===== config.mk =====
export PLATFORM = sky130hd
export DESIGN_NAME = gf233_itoh_tsujii_inv
export DESIGN_NICKNAME = d
export VERILOG_FILES = /design/src/rtl/gf233_pkg.sv /design/src/rtl/gf233_itoh_tsujii_inv_sqr.sv /design/src/rtl/gf233_itoh_tsujii_inv.sv
export SDC_FILE = /design/constraint.sdc
export NUM_CORES = 2
export LEC_CHECK = 0
export ABC_AREA = 1
export BUFFER_PORTS_ARGS = -buffer_cell sky130_fd_sc_hd__buf_2
export CAP_MARGIN = 20
export CORE_AREA = 4 4 456 458
export DETAILED_ROUTE_END_ITERATION = 16
export DIE_AREA = 0 0 460 462
export SYNTH_ARGS = -nofsm -noshare
export SYNTH_HDL_FRONTEND = slang
export SYNTH_SLANG_ARGS = --single-unit
export TNS_END_PERCENT = 10

===== constraint.sdc =====
create_clock -name CLK -period 1.95 [get_ports CLK]
set_input_delay 0 -clock CLK [delete_from_list [all_inputs] [get_ports CLK]]
set_output_delay 0 -clock CLK [all_outputs]
set_load 0.02 [all_outputs]

===== src/rtl/gf233_pkg.sv =====
// Shared constants for the GF(2^233) Itoh-Tsujii inversion sequencer:
// field parameters, controller states and the fixed addition chain.
package gf233_pkg;

    // Field width and middle tap of the trinomial x^233 + x^74 + 1
    localparam int W     = 233;
    localparam int TAP   = 74;

    // Addition-chain length and register widths for the step/squaring counters
    localparam int NSTEP  = 10;
    localparam int STEP_W = 4;
    localparam int CNT_W  = 7;

    // Controller states
    typedef enum logic [1:0] {
        IDLE = 2'd0,
        SQR  = 2'd1,
        MUL  = 2'd2,
        FIN  = 2'd3
    } state_t;

    // Squarings performed in each step before the multiplication.
    // Chain: beta_1 -> 2, 3, 6, 7, 14, 28, 29, 58, 116, 232.
    localparam logic [CNT_W-1:0] CHAIN_J [0:NSTEP-1] = '{
        7'd1, 7'd1, 7'd3, 7'd1, 7'd7, 7'd14, 7'd1, 7'd29, 7'd58, 7'd116
    };

    // Second multiplier operand per step: 1 = input copy A, 0 = saved S
    localparam logic CHAIN_SEL_A [0:NSTEP-1] = '{
        1'b1, 1'b1, 1'b0, 1'b1, 1'b0, 1'b0, 1'b1, 1'b0, 1'b0, 1'b0
    };

endpackage


===== src/rtl/gf233_itoh_tsujii_inv_sqr.sv =====
// Combinational single-step squarer in GF(2^233), modulus x^233 + x^74 + 1.
// Squaring spreads bit i to position 2i; positions >= 233 are folded back
// with x^233 = x^74 + 1, which needs a second fold for the highest bits.
module gf233_itoh_tsujii_inv_sqr
    import gf233_pkg::*;
(
    input  logic [W-1:0] a_in,
    output logic [W-1:0] sq_out
);

    // Closed-form reduction of the spread polynomial, accumulated bitwise
    always_comb begin
        sq_out = '0;
        for (int i = 0; i < W; i++) begin
            if (2 * i < W) begin
                // x^(2i) already reduced
                sq_out[2*i] = sq_out[2*i] ^ a_in[i];
            end else begin
                // x^(2i) = x^(2i-233) + x^(2i-159)
                sq_out[2*i-W] = sq_out[2*i-W] ^ a_in[i];
                if (2 * i - W + TAP < W) begin
                    sq_out[2*i-W+TAP] = sq_out[2*i-W+TAP] ^ a_in[i];
                end else begin
                    // x^(2i-159) folds once more: x^(2i-392) + x^(2i-318)
                    sq_out[2*i-2*W+TAP]   = sq_out[2*i-2*W+TAP] ^ a_in[i];
                    sq_out[2*i-2*W+2*TAP] = sq_out[2*i-2*W+2*TAP] ^ a_in[i];
                end
            end
        end
    end

endmodule


===== src/rtl/gf233_itoh_tsujii_inv.sv =====
// Itoh-Tsujii inversion sequencer for GF(2^233): a^-1 = a^(2^233 - 2).
// Walks a fixed 10-step addition chain, squaring one bit-step per clock
// with a local squarer and borrowing the shared multiplier via req/ack.
module gf233_itoh_tsujii_inv
    import gf233_pkg::*;
(
    input  logic         CLK,
    input  logic         RST,
    input  logic         START,
    input  logic [W-1:0] DIN,
    output logic         BUSY,
    output logic         DONE,
    output logic [W-1:0] DOUT,
    output logic         ZERO_IN,
    output logic         MUL_REQ,
    output logic [W-1:0] MUL_A,
    output logic [W-1:0] MUL_B,
    input  logic         MUL_ACK,
    input  logic [W-1:0] MUL_P
);

    state_t              state_q, state_d;
    logic [W-1:0]        a_q, a_d;        // input copy
    logic [W-1:0]        t_q, t_d;        // working value beta_k
    logic [W-1:0]        s_q, s_d;        // beta value saved at step entry
    logic [STEP_W-1:0]   step_q, step_d;
    logic [CNT_W-1:0]    cnt_q, cnt_d;
    logic [W-1:0]        dout_q, dout_d;
    logic                zero_q, zero_d;
    logic                done_q, done_d;

    logic [W-1:0]        sq_t;
    logic [STEP_W-1:0]   step_inc;
    logic                in_mul;
    logic                sel_a;

    gf233_itoh_tsujii_inv_sqr u_sqr (
        .a_in   (t_q),
        .sq_out (sq_t)
    );

    assign step_inc = step_q + 4'd1;
    assign in_mul   = (state_q == MUL);
    assign sel_a    = CHAIN_SEL_A[step_q];

    // Multiplier operands come straight from registers that are frozen in MUL
    assign MUL_REQ = in_mul;
    assign MUL_A   = in_mul ? t_q : '0;
    assign MUL_B   = in_mul ? (sel_a ? a_q : s_q) : '0;

    assign BUSY    = (state_q != IDLE);
    assign DONE    = done_q;
    assign DOUT    = dout_q;
    assign ZERO_IN = zero_q;

    // Next-state and datapath updates for the chain walk
    always_comb begin
        state_d = state_q;
        a_d     = a_q;
        t_d     = t_q;
        s_d     = s_q;
        step_d  = step_q;
        cnt_d   = cnt_q;
        dout_d  = dout_q;
        zero_d  = zero_q;
        done_d  = 1'b0;

        case (state_q)
            IDLE: begin
                if (START) begin
                    a_d     = DIN;
                    t_d     = DIN;
                    s_d     = DIN;
                    step_d  = '0;
                    cnt_d   = CHAIN_J[0];
                    state_d = SQR;
                end
            end

            SQR: begin
                t_d   = sq_t;
                cnt_d = cnt_q - 7'd1;
                if (cnt_q == 7'd1) begin
                    state_d = MUL;
                end
            end

            MUL: begin
                if (MUL_ACK) begin
                    t_d = MUL_P;
                    if (step_q == STEP_W'(NSTEP - 1)) begin
                        state_d = FIN;
                    end else begin
                        // Next step starts from the fresh product
                        step_d  = step_inc;
                        s_d     = MUL_P;
                        cnt_d   = CHAIN_J[step_inc];
                        state_d = SQR;
                    end
                end
            end

            FIN: begin
                // Last squaring turns beta_232 into a^(2^233 - 2)
                dout_d  = sq_t;
                zero_d  = (a_q == '0);
                done_d  = 1'b1;
                state_d = IDLE;
            end

            default: begin
                state_d = IDLE;
            end
        endcase
    end

    // State and datapath registers, cleared by synchronous reset
    always_ff @(posedge CLK) begin
        if (RST) begin
            state_q <= IDLE;
            a_q     <= '0;
            t_q     <= '0;
            s_q     <= '0;
            step_q  <= '0;
            cnt_q   <= '0;
            dout_q  <= '0;
            zero_q  <= 1'b0;
            done_q  <= 1'b0;
        end else begin
            state_q <= state_d;
            a_q     <= a_d;
            t_q     <= t_d;
            s_q     <= s_d;
            step_q  <= step_d;
            cnt_q   <= cnt_d;
            dout_q  <= dout_d;
            zero_q  <= zero_d;
            done_q  <= done_d;
        end
    end

endmodule


==> results.py <==
metrics = {
    "global_route": {
        "antenna_found_initial": 67,
        "grt_pass1_vias": 52100,
        "grt_first_pass_wirelength_mm": 458,
        "overflow": 0,
        "grt_use_total": 0.313,
        "grt_max_degree": 117,
    },
    "status": {
        "status": "finished, violations left",
        "violations": "negative setup slack",
    },
    "synth": {
        "syn_area_per_cell_sq_um": 6.53,
        "ys_seq_elements": 947,
        "ys_types": 30,
        "synth_xor_area_frac": 0.0295,
        "syn-num-nets": 7533,
        "synth-compound-area-share": 0.236,
        "syn_inst": 7050,
        "ys_seq_area_frac": 0.412,
        "yosysWarnings": 0,
        "synth_mux_area_frac": 0,
        "synthAdderAreaFrac": 0.00353,
        "synthSimpleGateAreaFrac": 0.216,
        "synth.cell_area_sq_um": 46000,
        "synth_top_family_by_area": "compound AO/OA/AOI/OAI gates",
    },
    "critical_path": {
        "startpoint_type": "flop",
        "crit_arrival_ns": 2.62,
        "r2r_end": "s_q[117]",
        "r2r-start": "state_q[1]",
        "critPathKind": "reg -> out",
        "rr_worst_depth": 12,
        "reg2reg_setup_slack_ns": -0.27,
        "cp_max_fo": 6,
        "worstPathRequired_ns": 1.95,
        "endpoint_kind": "primary output",
    },
    "timing": {
        "max_freq_mhz": 381,
        "min_period_over_period": 1.35,
        "finalMaxSlewViolations": 0,
        "worst_pin_slew_ns": 0.832,
        "period_needed_ns": 2.62,
        "rsz0062_at_grt": "true",
        "finalSetupViolations": 981,
        "hold_violations": 0,
        "clock_skew_ns": 0.0776,
        "fin_ws_ns": -0.674,
        "max_slew_margin": 0.445,
    },
    "route": {
        "via_count": 58500,
        "first_pass_iters": 6,
        "wl_per_cell_um": 29.9,
        "vias_per_cell": 4.95,
        "routed_wl_mm": 354,
        "post-route-drc-count": 0,
        "dr.first_iter.drc_count": 6987,
        "ant_nets": 0,
    },
    "floorplan": {
        "core_sq_um": 204000,
        "top_level_ports": 1173,
        "die_y_um": 462,
        "die_x_um": 460,
        "die_area_sq_um": 213000,
        "rows": 166,
        "start_util": 0.226,
    },
    "min_path": {
        "whs_endpoint": "a_q[10]",
        "hold_class": "in -> reg",
        "min_from": "DIN[10]",
        "min_path_cells": 4,
    },
    "final_layout": {
        "fin_area_sq_um": 72900,
        "syn2layout_area_growth_pct": 58.3,
        "nFillCells": 21500,
        "mostFrequentLayoutCells": "1255 x nand2_1, 1152 x o21ai_0, 1065 x nor2_1",
        "drive_gt1_frac": 0.255,
        "fin_cells": 11800,
        "layout.cells.most_common": "nand2_1",
        "num-nets-final": 9474,
    },
    "power_and_ir_drop": {
        "p_seq_frac": 0.270,
        "p_leak_nw": 35.8,
        "comb_power_share": 0.537,
        "internal-power_mw": 61.7,
        "swShare": 0.492,
        "peakVddDrop_mv": 0.853,
        "power_density_nw_per_um2": 1670,
        "p_switching_mw": 59.8,
        "p_total_mw": 122,
        "clkPwrFrac": 0.193,
    },
    "placement": {
        "place_inst": 11000,
        "dp_hpwl_mm": 272,
        "dpl_cell_area_sq_um": 59100,
        "numPortBuffers": 1172,
        "place.gp.congestion": 0.934,
        "dp_slack_ns": -0.223,
    },
    "cts": {
        "clk_latency_ns": 0.80,
        "cts_sinks": 947,
        "path_clk_slew_ns": 0.07,
        "root_buffer": "clkbuf_16",
        "clockBufferDepth": 3,
        "htreeDepth": 3,
        "cts_tree": "done",
        "cts-buffers-inserted": 115,
    },
    "job": {
        "drv_cap": 0,
    },
}
## state kept, by name, indices dropped and copies added (netlist names)
signal / count
cnt_q: 7
DONE: 1
t_q: 233
step_q: 4
s_q: 233
state_q: 2
DOUT: 233
ZERO_IN: 1
a_q: 233
## synth_stat cells, drive strengths merged
library cell	instances	area [sq um]
o21ai	1391	6960
a31oi	1	6.26
nand4	3	18.8
xnor2	1	8.76
xor2	154	1350
or2	3	18.8
dfxtp	947	19000
nand2	1264	4750
ha	13	163
nand3	225	1130
a21oi	758	3790
o211ai	7	52.6
nor3	2	10.0
clkinv	1	3.75
buf	114	629
clkbuf	430	1620
nor2	1067	4020
inv	661	2480
a211oi	8	60.1
## power by group through the flow
stage / clock [mW] / combinational [mW] / sequential, mW
finish: 23.5 / 65.2 / 32.8
floorplan: 0 / 26.2 / 30.8
CTS: 23.7 / 63.6 / 32.4
detailed placement: 0 / 60.5 / 32.8
global placement: 0 / 60.3 / 32.7
global route: 24.5 / 69.2 / 33.2
## metal layers
layer / track usage / share of wire / vias to the layer above
met5: 0 / 0.00075 / -
met2: 0.466 / 0.42 / 3694
met4: 0.159 / 0.060 / 42
met3: 0.0697 / 0.097 / 706
met1: 0.423 / 0.42 / 27400
li1: - / - / 26600
## worst max-delay path, stage by stage (launching register included)
cell and delay, ns:
dfxtp_2 0.33, inv_2 0.05, ha_4 0.17, o21ai_4 0.19, buf_12 0.19, buf_16 0.21, clkbuf_16 0.20, o21ai_0 0.11
a21oi_2 0.23, buf_4 0.19
## through the flow
stage	utilization	hold WS (ns)	TNS [ns]
2_1_floorplan	-	0.143	0
3_3_place_gp	0.290	0.258	-15.06
3_5_place_dp	0.290	0.271	-31.82
4_1_cts	0.347	0.000287	-325.97
5_1_grt	0.357	0.0626	-380.55
6_report	0.357	0.0705	-290.61
## what timing repair did
action	4_1_cts	5_1_grt
gates cloned	27	20
pin swaps	16	24
resized for setup	469	430
endpoints found under the hold margin	883	0
hold buffers	500	0
buffers inserted	37	33
endpoints found under the setup margin	918	1101
## cells by family after synthesis
group,Yosys count
and+or+nand+nor,2564
xor gates and xnor gates,155
AOI/OAI and AO/OA,2165
buffers and inverters,1206
DFF,947
adders and majority gates,13
## how the worst max path moves through the flow
stage,start,end,slack (ns),cells after the start
after floorplan,state_q[0],t_q[220],0.009,9
final,step_q[0],MUL_B[53],-0.67,9
after global placement,state_q[1],t_q[61],-0.23,9
after global routing,step_q[0],MUL_B[82],-0.77,10
after CTS,step_q[0],MUL_B[10],-0.74,10
after detailed placement,step_q[1],MUL_B[172],-0.22,8
## cell type report
class                           count  area (sq um)  area share
Multi-Input combinational cell   4897         23900       0.329
Timing Repair Buffer             2368         19900       0.273
Sequential cell                   947         19000       0.260
Tap cell                         2688          3360      0.0462
Clock buffer                      161          3350      0.0460
Inverter                          662          2530      0.0347
Clock inverter                     53           684     0.00939
Antenna cell                       42           105     0.00144
Power figures use the tool's default switching activity.
